`src/rtl/sdrc_arb_pkg.sv`:
```
// sdrc_arb_pkg: shared state encoding and default widths for the request arbiter
package sdrc_arb_pkg;
  typedef enum logic {ARB_IDLE = 1'b0, ARB_GRANT = 1'b1} arb_state_e;
  localparam int DEF_APP_AW   = 26;
  localparam int DEF_APP_RW   = 9;
  localparam int DEF_REQ_ID_W = 4;
endpackage

```
`src/rtl/sdrc_rr_pick.sv`:
```
// sdrc_rr_pick: combinational round-robin picker, first request at or after ptr
module sdrc_rr_pick #(
  parameter int NUM_PORTS = 4,
  parameter int PW        = 2
) (
  input  logic [NUM_PORTS-1:0] req,
  input  logic [PW-1:0]        ptr,
  output logic [PW-1:0]        idx,
  output logic                 vld
);
  function automatic logic [PW-1:0] slot(input logic [PW-1:0] p, input int i);
    int c;
    c = int'(p) + i;
    return PW'(c > NUM_PORTS - 1 ? c - NUM_PORTS : c);
  endfunction
  // scan from farthest to nearest so the port closest to ptr is assigned last
  always_comb begin
    idx = '0;
    vld = 1'b0;
    for (int i = NUM_PORTS - 1; i >= 0; i--) begin
      if (req[slot(ptr, i)]) begin
        idx = slot(ptr, i);
        vld = 1'b1;
      end
    end
  end
endmodule

```
`src/rtl/sdrc_req_arb.sv`:
```
// sdrc_req_arb: N-port round-robin arbiter in front of sdrc_req_gen
// SDRC_ARB_P0_PRIO_EN gives port 0 strict priority; others rotate among themselves.
module sdrc_req_arb
  import sdrc_arb_pkg::*;
#(
  parameter int NUM_PORTS = 4,
  parameter int PW        = 2,
  parameter int APP_AW    = DEF_APP_AW,
  parameter int APP_RW    = DEF_APP_RW,
  parameter int REQ_ID_W  = DEF_REQ_ID_W
) (
  input  logic                          clk,
  input  logic                          reset,
  input  logic [NUM_PORTS-1:0]          p_req,
  input  logic [NUM_PORTS*REQ_ID_W-1:0] p_id,
  input  logic [NUM_PORTS*APP_AW-1:0]   p_addr,
  input  logic [NUM_PORTS*APP_RW-1:0]   p_len,
  input  logic [NUM_PORTS-1:0]          p_wr_n,
  input  logic [NUM_PORTS-1:0]          p_wrap,
  output logic [NUM_PORTS-1:0]          p_ack,
  output logic                          req,
  output logic [REQ_ID_W-1:0]           req_id,
  output logic [APP_AW-1:0]             req_addr,
  output logic [APP_RW-1:0]             req_len,
  output logic                          req_wr_n,
  output logic                          req_wrap,
  input  logic                          req_ack,
  output logic [PW-1:0]                 grant_port,
  output logic                          arb_busy
);
  arb_state_e state, state_nxt;
  logic [PW-1:0] rr_ptr, rr_idx, rr_nxt, win;
  logic [NUM_PORTS-1:0] pick_req;
  logic rr_vld, win_vld, take, done;
  logic [REQ_ID_W-1:0] id_a [NUM_PORTS];
  logic [APP_AW-1:0] addr_a [NUM_PORTS];
  logic [APP_RW-1:0] len_a [NUM_PORTS];

  for (genvar k = 0; k < NUM_PORTS; k++) begin : g_unpack
    assign id_a[k]   = p_id[k*REQ_ID_W +: REQ_ID_W];
    assign addr_a[k] = p_addr[k*APP_AW +: APP_AW];
    assign len_a[k]  = p_len[k*APP_RW +: APP_RW];
  end

`ifdef SDRC_ARB_P0_PRIO_EN
  assign pick_req = {p_req[NUM_PORTS-1:1], 1'b0};
  assign win      = p_req[0] ? '0 : rr_idx;
  assign win_vld  = p_req[0] | rr_vld;
`else
  assign pick_req = p_req;
  assign win      = rr_idx;
  assign win_vld  = rr_vld;
`endif

  sdrc_rr_pick #(.NUM_PORTS(NUM_PORTS), .PW(PW)) u_pick (
    .req(pick_req),
    .ptr(rr_ptr),
    .idx(rr_idx),
    .vld(rr_vld)
  );

  always_comb begin
    take      = (state == ARB_IDLE) && win_vld;
    done      = (state == ARB_GRANT) && req_ack;
    state_nxt = (state == ARB_IDLE) ? (win_vld ? ARB_GRANT : ARB_IDLE)
                                    : (req_ack ? ARB_IDLE : ARB_GRANT);
    rr_nxt    = (grant_port == PW'(NUM_PORTS - 1)) ? '0 : grant_port + PW'(1);
  end

  always_ff @(posedge clk) begin
    if (reset) state <= ARB_IDLE;
    else state <= state_nxt;
  end

  assign req      = (state == ARB_GRANT);
  assign arb_busy = (state == ARB_GRANT);

  always_ff @(posedge clk) begin
    if (reset) begin
      p_ack      <= '0;
      req_id     <= '0;
      req_addr   <= '0;
      req_len    <= '0;
      req_wr_n   <= 1'b0;
      req_wrap   <= 1'b0;
      grant_port <= '0;
      rr_ptr     <= '0;
    end else begin
      p_ack <= done ? (NUM_PORTS'(1) << grant_port) : '0;
      if (take) begin
        req_id     <= id_a[win];
        req_addr   <= addr_a[win];
        req_len    <= len_a[win];
        req_wr_n   <= p_wr_n[win];
        req_wrap   <= p_wrap[win];
        grant_port <= win;
      end
`ifdef SDRC_ARB_P0_PRIO_EN
      if (done && grant_port != '0) rr_ptr <= rr_nxt;
`else
      if (done) rr_ptr <= rr_nxt;
`endif
    end
  end
endmodule
```
`config.mk`:
```
export PLATFORM = sky130hd
export DESIGN_NAME = sdrc_req_arb
export DESIGN_NICKNAME = d
export VERILOG_FILES = /design/src/rtl/sdrc_arb_pkg.sv /design/src/rtl/sdrc_rr_pick.sv /design/src/rtl/sdrc_req_arb.sv
export SDC_FILE = /design/constraint.sdc
export NUM_CORES = 1
export LEC_CHECK = 0
export CORE_MARGIN = 5
export CORE_UTILIZATION = 33
export DETAILED_ROUTE_END_ITERATION = 10
export GPL_TIMING_DRIVEN = 0
export PLACE_DENSITY = 0.9
export SLEW_MARGIN = 5
export SYNTH_ARGS = -nofsm -noshare
export SYNTH_HDL_FRONTEND = slang
export SYNTH_SLANG_ARGS = --single-unit
```
`constraint.sdc`:
```
create_clock -name clk -period 1.95 [get_ports clk]
set_input_delay 0.39 -clock clk [delete_from_list [all_inputs] [get_ports clk]]
set_output_delay 0.39 -clock clk [all_outputs]
set_load 0.1 [all_outputs]
```
# --- Word level (Yosys, flattened, before mapping) ---
# Cells that the tools add are included.
op_classes:
  n_reduce_logical: 3
  magnitude_cmp: 10
  n_bitwise: 3
  eq_ne: 1
  addsub: 8
  shift: 1
  n_mux: 37
ops:
  columns: ["op", "n"]
  rows:
  - ["binary-select mux 26 bit (select 2 bit)", 1]
  - ["two-way mux 26 bit", 2]
  - ["binary-select mux 9 bit (select 2 bit)", 1]
  - ["two-way mux 2 bit", 9]
  - ["two-way mux 9 bit", 2]
  - ["less-than comparator 2 x 3 -> 1 bit (second input constant)", 5]
  - ["two-way mux 1 bit", 13]
  - ["binary-select mux 1 bit (select 2 bit)", 6]
  - ["> comparator 3 x 2 -> 1 bit (second input constant)", 3]
  - ["binary-select mux 4 bit (select 2 bit)", 1]
  - ["two-way mux 4 bit", 2]
  - ["subtractor 2 x 1 -> 2 bit (second input constant)", 4]
  - ["adder 2 x 2 -> 3 bit (second input constant)", 2]
  - ["<< shifter 1 x 2 -> 4 bit (first input constant)", 1]
  - ["adder 2 x 1 -> 3 bit (second input constant)", 1]
  - [">= comparator 3 bit (second input constant)", 1]
  - ["inverter 2 -> 3 bit", 1]
  - ["adder 2 x 1 -> 2 bit (second input constant)", 1]
  - ["== test 2 bit (second input constant)", 1]
  - ["> comparator 2 bit (second input constant)", 1]
  - ["logical AND 1 bit", 2]
  - ["inverter 1 bit", 2]
  - ["OR reduction 2 bit", 1]
word_totals:
  output_inout_bits: 49
  register_bits: 50

# --- Longest topological paths before layout ---
# Gate-level depths: netlist of run 1.
logic_depth:
  word_depth: 13
  mapped_depth: 7
  depth_no_buf: 5

# --- Cells and area by module ---
# Synthesis of run 1 repeated with hierarchy kept, for this count alone.
unflattened:
  hier_cells: 276
  hier_area_um2: 2785.2
by_module_without_submodules:
  columns: ["mod", "area_per_inst_um2", "cells_each", "n_inst"]
  rows:
  - ["sdrc_req_arb", 2707.6, 263, 1]
  - ["sdrc_rr_pick", 77.6, 13, 1]

# --- Worst setup path after synthesis of run 1 ---
# No wires, ideal clock.
synth_path:
  kind: "reg2reg"
  from: "register state (netlist: arb_busy)"
  to: "register req_addr[17]"
  required_ns: 1.871
  setup_slack_ns: -0.075
  period_less_slack_ns: 2.025
  t_arrival_ns: 1.946
  stages_incl_launch_ff: 6
  setup_ns: 0.079
  cell_sequence: "dfxtp_1 > nor2_1 > nor2_1 > clkbuf_1 > nand2_1 > o221ai_2"
synth_via:
  elab_chain_cells: 2
synth_lines:
  columns: ["item", "line_no", "text"]
  rows:
  - ["from (decl)", "sdrc_req_arb.sv:31", "arb_state_e state, state_nxt;"]
  - ["from (signal assigned)", "sdrc_req_arb.sv:72", "else state <= state_nxt;"]
  - ["inverter 1 bit", null, null]
  - ["logical AND 1 bit", "sdrc_req_arb.sv:63", "take = (state == ARB_IDLE) && win_vld;"]
  - ["to (signal assigned)", "sdrc_req_arb.sv:92", "req_addr <= addr_a[win];"]
  - ["to (decl)", "sdrc_req_arb.sv:23", "output logic [APP_AW-1:0] req_addr,"]
# No other way between the ends.
# A chain may end at the register's enable or synchronous reset.

# --- Worst setup path after layout of run 1 ---
layout_path:
  from: "register req_addr[4]"
  to: "output req_addr[4]"
# No word-level cell between the ends.

==> results by group, run 1 <==
Outcome
  – Status: finished, final reports clean

Timing
  – RSZ-0062 raised after global routing: no
  – Worst Tran Pin Value: 995 ps
  – Clock Skew: around 6 ps
  – Post-route clock period utilization: 97.6%
  – Fmax: between 0.5 and 0.6 GHz
  – Max-slew violations: 0
  – Final Setup Violations: 0
  – Final hold violations: 0
  – Period minus WS final: 1900 ps
  – Fin worst setup slack: between 40 and 50 ps
  – Relative slew slack: between 30% and 40%

Run
  – Max_cap viols: 0

Worst setup path
  – Crit-path cells: dlygate4sd2_1
  – Worst setup path end: req_addr[4]
  – Crit-path leading delay family: buffers and inverters
  – Reg2Reg Depth: 7
  – Worst-path fanout max: 2
  – Nature of the critical path endpoint: output pin
  – WP buf/inv: 1
  – CP Launch Type: register
  – Crit-path slowest cell: dlygate4sd2_1
  – Crit path depth: 1
  – Worst R2R Setup Slack: 100 ps
  – FF-to-FF End: req_id[0]
  – Setup CP Type: reg -> out
  – Data arrival, critical path: roughly 1500 ps
  – Worst path required time: 1560 ps
  – Reg2Reg Launch Point: rr_ptr[1]
  – CP startpoint: req_addr[4]
  – CP peak stage delay: slightly below 900 ps

Yosys
  – YS warnings: 0
  – Area contributors post-synth: dfxtp_1, mux2i_1, o221ai_1, nand2_1, o221ai_2
  – Post-Syn Area: 2750 um^2
  – Area leader, netlist: dfxtp_1
  – Post-synthesis sequential area ratio: 36.4%
  – Net Count, Synth: 449
  – Synth unique cells: 23
  – Post-synth top area share: 36.4%
  – Post-Syn Instances: 277
  – Synthesis-stage register bit count: 50
  – Avg Cell Area, Syn: slightly below 10 um^2

GRT
  – Largest net degree at the start of global routing: 16
  – First-pass GRT wire length: 15900 um
  – Vias in the first global route: 3387
  – Initial antenna violation count: 0
  – GRT Overall Usage: 19.4%
  – Total congestion overflow: 0

Routing
  – WL/cell: 17.4 um
  – Final WL: 10700 um
  – ANT nets after route: 0
  – Via count: 3157
  – # DRC: 0
  – Via density: 5.14
  – Number of DRC markers in iteration 0: 54
  – DRT Pass-1 Iters: 4

Placed design
  – DP HPWL: 8650 um
  – Port Buffers: 218
  – Final GP Congestion: ~0.77
  – Cells after DPL: 600
  – Place WS: -854 ps

Clock network
  – CTS tree: done
  – CTS H-tree lvls: 2
  – Clk_lat worst skew: 290 ps
  – Clock root cell: clkbuf_8
  – Clock transition at the registers of the reported paths: 90 ps
  – Clk buf depth: 2
  – CTS Buf Count: 5
  – Clock sinks: 50
  – Hold-fix buffer count after cts: 0

Floorplan
  – Die width: slightly above 100 um
  – Core area: 8180 um^2
  – Cell Rows: 33
  – Total die area: just over 10000 um^2
  – Chip Height: slightly above 100 um
  – Initial core utilization: about 34%
  – I/O pin count: 220

Power
  – VDD IR-drop max: 360 uV
  – Pwr/cell area: 683 nW/um^2
  – Leak pwr: 0.00213 uW

Layout
  – Layout area overhead: 92.4%
  – Layout cells sized above 1: between 10 and 15%
  – FILL cells: 666
  – Post-Layout Cell Count: approximately 610
  – Diodes inserted: 0
  – Final nets: 680

Min path
  – Hold Crit Class: reg -> reg
==> logic make-up (layout without fill, tap and decap cells) <==
family / after synthesis / after routing / synth area share (%)
buffers and inverters: 25 / 257 / 5.24
adders and majority gates: 1 / 1 / 0.455
muxes: 83 / 83 / 30.2
DFF: 50 / 50 / 36.4
AOI/OAI and AO/OA: 51 / 51 / 17.3
and+or+nand+nor: 67 / 67 / 10.3
==> metrics by stage <==
| stage | setup TNS [ps] | hold WS, ps | cell area (um^2) | power, uW | util [%] |
|---|---|---|---|---|---|
| 2_1_floorplan | 0 | 481 | 2750 | 2360 | - |
| 3_3_place_gp | -29260 | 443 | 5060 | 3000 | 61.9 |
| 3_5_place_dp | -32310 | 448 | 5060 | 3030 | 61.9 |
| 4_1_cts | -0.953 | 450 | 5190 | 3600 | 63.5 |
| 5_1_grt | 0 | 482 | 5290 | 3760 | 64.7 |
| 6_report | 0 | 465 | 5290 | 3610 | 64.7 |
==> worst min path at each step <==
stage | cells past startpoint | start | slack, ps | to
2_1_floorplan | 2 | rr_ptr[0] | 480 | rr_ptr[0]
3_3_place_gp | 2 | req_len[3] | 440 | req_len[3]
3_5_place_dp | 2 | req_addr[5] | 450 | req_addr[5]
4_1_cts | 2 | reset | 450 | rr_ptr[0]
5_1_grt | 2 | req_addr[6] | 480 | req_addr[6]
6_report | 2 | req_addr[6] | 470 | req_addr[6]
==> registers in the layout (all words and copies together), names as in the netlist <==
signal	flops
rr_ptr	2
grant_port	2
req_len	9
p_ack	4
req_addr	26
arb_busy	1
req_wr_n	1
req_id	4
req_wrap	1
==> per-layer routing <==
metal  vias up  track usage [%]  part of all wire (%)
li1       1507                -                     -
met1      1478             20.2                    36
met2       160             36.6                    52
met3        12             6.47                    11
met4         0             5.42                   1.5
met5         -                0                     0
==> power breakdown <==
group / switching, uW / leakage (uW) / total (uW) / internal [uW]
clock network: 343 / 0.0000472 / 629 / 286
registers: 58.3 / 0.000413 / 1190 / 1130
logic: 1140 / 0.00167 / 1790 / 649
total: 1550 / 0.00213 / 3610 / 2060
==> cells in the mapped netlist, drive strengths merged <==
cell type  count
clkbuf         6
buf           18
ha             1
nor2           7
or4            1
nor2b          1
nor3           2
nand3          1
a2bb2oi        1
a21oi          7
and3           1
inv            1
mux2i         83
dfxtp         50
nand3b         2
nor4           2
o21ai          2
o221ai        41
nor3b          2
nand2         48
==> placed cells by master (no fill, tap or decap), drive strengths merged <==
cell type,count
nor3b,2
buf,26
clkinvlp,1
nor4,2
and3,1
nand3b,2
nor2b,1
or4,1
dlymetal6s2s,1
mux2i,83
clkdlybuf4s50,165
nor3,2
nand3,1
o221ai,41
nor2,7
clkinv,1
nand2,48
o21ai,2
a21oi,7
a2bb2oi,1
dlygate4sd2,40
dfxtp,50
clkdlybuf4s15,12
clkbuf,10
ha,1
inv,1
==> area by class of cell <==
| type | instances | area [um^2] | area share, % |
|---|---|---|---|
| Timing Repair Buffer | 224 | 2180 | 41.3 |
| Sequential cell | 50 | 1000 | 19.0 |
| Inverter | 1 | 3.75 | 0.0710 |
| Tap cell | 105 | 131 | 2.48 |
| Clock buffer | 6 | 82.6 | 1.56 |
| Buffer | 24 | 204 | 3.86 |
| Clock inverter | 2 | 12.5 | 0.237 |
| Multi-Input combinational cell | 202 | 1670 | 31.5 |
==> what timing repair did <==
action / in CTS / in global routing
cloned: 0 / 1
setup endpoints to repair: 90 / 49
resized for setup: 81 / 32
pin swaps: 0 / 2
setup buffers: 4 / 1
Power figures use the tool's default switching activity.
==> run 2: changes to the inputs <==
Settings changed: CORE_MARGIN 5 to not set, GPL_ROUTABILITY_DRIVEN set to 0.
==> results by group, run 2 (same netlist as run 1, synthesis figures left out) <==
Routing
  – Number of DRC markers in iteration 0: 62 (+15%)
  – Via count: 3146 (-0.35%)
  – Via density: 5.16 (+0.31%)
  – # DRC: 0 (unchanged)
  – WL/cell: 16.7 um (-3.7%)
  – DRT Pass-1 Iters: 6 (+2)
  – Final WL: 10200 um (-4.3%)
  – ANT nets after route: 0 (unchanged)

Floorplan
  – Cell Rows: 32 (-3.0%)
  – I/O pin count: 220 (unchanged)
  – Die width: 93.2 um (-7.9%)
  – Initial core utilization: 34.8% (+1.2 points)
  – Chip Height: 93.2 um (-7.9%)
  – Total die area: 8690 um^2 (-15%)
  – Core area: 7890 um^2 (-3.5%)

Placed design
  – Area of placed instances: 5060 um^2 (about the same)
  – Port Buffers: 218 (unchanged)
  – Place WS: -819 ps (+35.9 ps)
  – DP HPWL: 8230 um (-4.8%)

Power
  – Sw Share: 41.9% (-0.89 points)
  – P_int: 2150 uW (+4.3%)
  – Part of the power in combinational logic: 48.3% (-1.4 points)
  – Pwr/cell area: 703 nW/um^2 (+3.0%)
  – Total power: 3710 uW (+2.7%)
  – Net Sw Power: 1550 uW (+0.55%)
  – VDD IR-drop max: 411 uV (+14%)
  – Leak pwr: 0.00212 uW (-0.40%)
  – Sequential power share: 32.0% (-0.9 points)
  – Clock power frac: 19.7% (+2.3 points)

Layout
  – Diodes inserted: 0 (unchanged)
  – Final nets: 679 (-0.15%)
  – Largest registers: req_addr: 26 flops, req_len: 9 flops
  – Biggest register: req_addr
  – Final instance area: 5270 um^2 (-0.33%)
  – FILL cells: 655 (-1.7%)
  – Layout cells sized above 1: 11.4% (-0.76 points)
  – Largest register FFs: 26 (unchanged)
  – Layout area overhead: 91.8%
  – Most frequent cells in the layout: clkdlybuf4s50_1, mux2i_1, nand2_1, dfxtp_1, dlygate4sd2_1
  – Commonest non-fill, non-tap cell in the layout: clkdlybuf4s50_1

Worst setup path
  – Worst path required time: 2160 ps (+600 ps)
  – Worst-path fanout max: 10 (+8)
  – Nature of the critical path endpoint: register
  – Setup CP Type: in -> reg
  – Data arrival, critical path: 2170 ps (+660 ps)
  – Worst setup path end: req_id[3]
  – Worst R2R Setup Slack: 120 ps (+20 ps)
  – Reg2Reg Depth: 7 (unchanged)
  – FF-to-FF End: req_id[3]
  – CP startpoint: p_req[3]
  – CP Launch Type: input port
  – Reg2Reg Launch Point: rr_ptr[1]

Clock network
  – CTS H-tree lvls: 2 (unchanged)
  – CTS Buf Count: 5 (unchanged)
  – Clk buf depth: 2 (unchanged)
  – Clock root cell: clkbuf_8
  – Clk_lat worst skew: 300 ps (about the same)
  – Clock transition at the registers of the reported paths: 90 ps (about the same)
  – Clock sinks: 50 (unchanged)
  – CTS tree: done

Timing
  – Relative slew slack: 33.9% (about the same)
  – Final Setup Violations: 3 (+3)
  – Fin worst setup slack: -8.93 ps (-55.4 ps)
  – TNS Setup: -16.2 ps (-16.2 ps)
  – RSZ-0062 raised after global routing: yes
  – Period minus WS final: 1960 ps (+55.4 ps)
  – Worst Tran Pin Value: 996 ps (+0.274 ps)
  – Fmax: 0.510 GHz (-2.8%)
  – Post-route clock period utilization: 100% (+2.8 points)
  – Final hold violations: 0 (unchanged)
  – Clock Skew: 5.59 ps (-0.435 ps)
  – Max-slew violations: 0 (unchanged)

Min path
  – Hold Crit Class: reg -> reg
  – Hold depth: 2 (unchanged)

GRT
  – Vias in the first global route: 3194 (-5.7%)
  – Initial antenna violation count: 0 (unchanged)
  – First-pass GRT wire length: 15400 um (-3.2%)
  – Largest net degree at the start of global routing: 16 (unchanged)
  – GRT Overall Usage: 22.7% (+3.3 points)
  – Total congestion overflow: 0 (unchanged)

Run
  – Max_cap viols: 0 (unchanged)

Outcome
  – Status: finished, violations left
  – Violated checks: setup timing
[run 2: cell count changes in the layout (fill, tap and decap cells not counted), sizes merged]
cell	delta
buf	-1
bufinv	+1
clkbuf	-1
clkdlybuf4s15	+2
clkdlybuf4s50	+1
clkinv	+1
clkinvlp	-1
dlygate4sd2	-2
dlymetal6s2s	-1
[run 2: per-layer routing]
metal	vias to the layer above	part of all wire, %	global-route usage (%)	routed length (um)
li1	1507	-	-	-
met5	-	0	0	0
met1	1479	38	24.3	3870
met2	152	53	44.4	5420
met4	0	0.89	4.23	91
met3	8	8.1	5.77	829
[run 2: worst min path at each step]
stage / endpoint / from
finish: req_addr[3] / req_addr[3]
global route: rr_ptr[0] / reset
CTS: req_len[3] / req_len[3]
detailed placement: req_len[3] / req_len[3]
global placement: req_addr[1] / req_addr[1]
floorplan: rr_ptr[0] / rr_ptr[0]
[run 2: final cells by class]
type / instances / area [um^2] / area share, %
repair buffers: 223 / 2180 / 41.3
multi-input cells: 202 / 1640 / 31.1
flip-flops and latches: 50 / 1000 / 19.0
plain buffers: 24 / 210 / 3.99
well taps: 102 / 128 / 2.42
clock buffers: 5 / 68.8 / 1.31
clock inverters: 3 / 40.0 / 0.760
inverters: 1 / 3.75 / 0.0712
[run 2: power by group through the flow]
stage | logic [uW] | registers, uW | clock network [uW]
4_1_cts | 1780 | 1190 | 750
3_5_place_dp | 1820 | 1210 | 0
6_report | 1790 | 1190 | 730
5_1_grt | 1860 | 1200 | 789
3_3_place_gp | 1790 | 1210 | 0
2_1_floorplan | 403 | 1960 | 0
[run 2: timing repair]
action                     4_1_cts  5_1_grt
gates cloned                     0        0
hold buffers                     0        0
setup buffers                    4        1
setup endpoints to repair       90       50
resized for setup               87       22
pin swaps                        0        2
[run 2: critical path: stages]
cell             delay [ps]
clkdlybuf4s50_1         500
a21oi_1                 210
nor3_2                   70
or4_1                   480
buf_4                   180
buf_6                   140
o221ai_1                190
[run 2: stage by stage]
step	cells	utilization [%]	hold WS, ps
after floorplan	277	-	481
after global placement	597	64.1	443
after detailed placement	597	64.1	447
after CTS	609	66.2	465
after global routing	610	66.8	490
final	610	66.8	465
==> run 3: changes to the inputs <==
Settings changed: ABC_AREA set to 0, CORE_MARGIN set to 3.
==> results by group, run 3 (same netlist as run 1, synthesis figures left out) <==
Outcome
  – Status: finished, final reports clean

Timing
  – Max-slew violations: 0 (unchanged)
  – Post-route clock period utilization: 98.5% (-2.0 points)
  – Fin worst setup slack: 29.7 ps (+38.7 ps)
  – Clock Skew: 6.10 ps (+0.513 ps)
  – Period minus WS final: 1920 ps (-38.7 ps)
  – RSZ-0062 raised after global routing: no
  – Fmax: 0.521 GHz (+2.0%)
  – Final hold violations: 0 (unchanged)
  – Worst Tran Pin Value: 995 ps (-0.319 ps)
  – Final Setup Violations: 0 (-3)
  – Relative slew slack: 33.9% (about the same)
  – TNS Setup: 0 ps (+16.2 ps)

Worst setup path
  – Crit-path leading delay family: buffers and inverters
  – Worst path required time: 1560 ps (-600 ps)
  – CP peak stage delay: 880 ps (+380 ps)
  – CP Launch Type: register
  – Nature of the critical path endpoint: output pin
  – Worst-path fanout max: 2 (-8)
  – Crit-path cells: dlygate4sd2_1
  – Crit path depth: 1 (-6)
  – Reg2Reg Launch Point: rr_ptr[1]
  – Data arrival, critical path: 1530 ps (-640 ps)
  – Reg2Reg Depth: 7 (unchanged)
  – WP buf/inv: 1 (-2)
  – FF-to-FF End: req_len[0]
  – Worst R2R Setup Slack: 130 ps (about the same)
  – Setup CP Type: reg -> out
  – Crit-path slowest cell: dlygate4sd2_1

Min path
  – Worst hold endpoint: req_len[2]
  – Min-delay src: req_len[2]
  – Hold Crit Class: reg -> reg
  – Hold depth: 2 (unchanged)

Power
  – Total power: 3880 uW (+4.7%)
  – Net Sw Power: 1560 uW (+0.34%)
  – Leak pwr: 0.00213 uW (+0.54%)
  – Sequential power share: 30.7% (-1.3 points)
  – Pwr/cell area: 731 nW/um^2 (+3.9%)
  – Sw Share: 40.2% (-1.7 points)
  – VDD IR-drop max: 507 uV (+23%)
  – Clock power frac: 23.2% (+3.5 points)
  – Part of the power in combinational logic: 46.1% (-2.2 points)
  – P_int: 2320 uW (+7.9%)

GRT
  – Initial antenna violation count: 0 (unchanged)
  – Largest net degree at the start of global routing: 16 (unchanged)
  – Total congestion overflow: 0 (unchanged)
  – GRT Overall Usage: 21.7% (-0.94 points)
  – Vias in the first global route: 3316 (+3.8%)
  – First-pass GRT wire length: 16900 um (+9.7%)

Clock network
  – CTS Buf Count: 5 (unchanged)
  – Clk buf depth: 2 (unchanged)
  – Clock root cell: clkbuf_8
  – Clock sinks: 50 (unchanged)
  – CTS tree: done
  – Clock transition at the registers of the reported paths: 90 ps (about the same)
  – Clk_lat worst skew: 300 ps (about the same)
  – CTS H-tree lvls: 2 (unchanged)

Routing
  – ANT nets after route: 0 (unchanged)
  – Via density: 5.17 (+0.25%)
  – Number of DRC markers in iteration 0: 60 (-3.2%)
  – # DRC: 0 (unchanged)
  – WL/cell: 17.6 um (+4.9%)
  – DRT Pass-1 Iters: 5 (-1)
  – Final WL: 10700 um (+4.9%)
  – Via count: 3154 (+0.25%)

Layout
  – Final nets: 679 (unchanged)
  – Biggest register: req_addr
  – Largest registers: req_addr: 26 flops, req_len: 9 flops
  – Post-layout util: 67.3% (+0.51 points)
  – Largest register FFs: 26 (unchanged)
  – Most frequent cells in the layout: clkdlybuf4s50_1, mux2i_1, nand2_1, dfxtp_1, dlygate4sd2_1
  – Layout area overhead: 93.3%
  – Diodes inserted: 0 (unchanged)
  – Layout cells sized above 1: 11.8% (+0.39 points)
  – Commonest non-fill, non-tap cell in the layout: clkdlybuf4s50_1

Floorplan
  – Cell Rows: 32 (unchanged)
  – Die width: 97.2 um (+4.3%)
  – Core area: 7890 um^2 (unchanged)
  – Total die area: 9460 um^2 (+8.8%)
  – Initial core utilization: 34.8% (unchanged)
  – I/O pin count: 220 (unchanged)
  – Chip Height: 97.2 um (+4.3%)

Run
  – Max_cap viols: 0 (unchanged)

Placed design
  – Place WS: -821 ps (-2.64 ps)
  – DP HPWL: 8500 um (+3.3%)
  – Port Buffers: 218 (unchanged)
-- run 3: changes by cell type in the layout (fill, tap and decap cells not counted), sizes merged --
cell	previous run	this run
bufinv	1	2
clkinv	2	0
clkdlybuf4s50	166	165
clkdlybuf4s15	14	19
dlygate4sd2	38	33
dlymetal6s2s	0	1
clkbuf	9	10
-- run 3: metal layers --
| layer | vias up | wire length, um | global-route usage (%) |
|---|---|---|---|
| li1 | 1508 | - | - |
| met5 | - | 0 | 0 |
| met3 | 19 | 883 | 6.53 |
| met1 | 1459 | 4240 | 24.5 |
| met4 | 0 | 191 | 5.22 |
| met2 | 168 | 5400 | 39.9 |
-- run 3: area by class of cell --
| class | instances | area, um^2 |
|---|---|---|
| flip-flops and latches | 50 | 1000 |
| fillers | 635 | 2580 |
| well taps | 102 | 128 |
| inverters | 1 | 3.75 |
| plain buffers | 24 | 203 |
| clock buffers | 6 | 82.6 |
| multi-input cells | 202 | 1650 |
| repair buffers | 223 | 2180 |
| clock inverters | 2 | 60.1 |
-- run 3: timing repair --
item,CTS,global route
pin swaps,0,2
hold buffers,0,0
endpoints found under the setup margin,90,54
cloned,0,1
resized for setup,82,34
buffers inserted,3,1
-- run 3: metrics by stage --
stage          cell area [um^2]  cells  hold WS [ps]
6_report                   5310    610           466
5_1_grt                    5310    610           487
4_1_cts                    5230    608           470
3_5_place_dp               5060    597           449
3_3_place_gp               5060    597           443
2_1_floorplan              2750    277           481
-- run 3: how the worst max path moves through the flow --
stage | from | to | slack, ps
2_1_floorplan | p_req[3] | req_addr[17] | 220
3_3_place_gp | p_req[2] | req_addr[17] | -730
3_5_place_dp | p_req[2] | req_wr_n | -820
4_1_cts | req_len[0] | req_len[0] | 10
5_1_grt | p_req[2] | req_addr[13] | 0.4
6_report | req_len[3] | req_len[3] | 30
-- run 3: power by group through the flow --
| stage | Sequential (uW) | Combinational (uW) | Clock (uW) |
|---|---|---|---|
| 2_1_floorplan | 1960 | 403 | 0 |
| 3_3_place_gp | 1210 | 1790 | 0 |
| 3_5_place_dp | 1210 | 1810 | 0 |
| 4_1_cts | 1190 | 1770 | 916 |
| 5_1_grt | 1200 | 1870 | 957 |
| 6_report | 1190 | 1790 | 902 |
-- run 3: worst register-to-register path, stage by stage (launching register included) --
cell and delay, ps:
dfxtp_2 390, nand2_1 110, a21oi_2 160, nor3_2 60, or4_1 470, buf_2 190, buf_6 170, o221ai_2 190
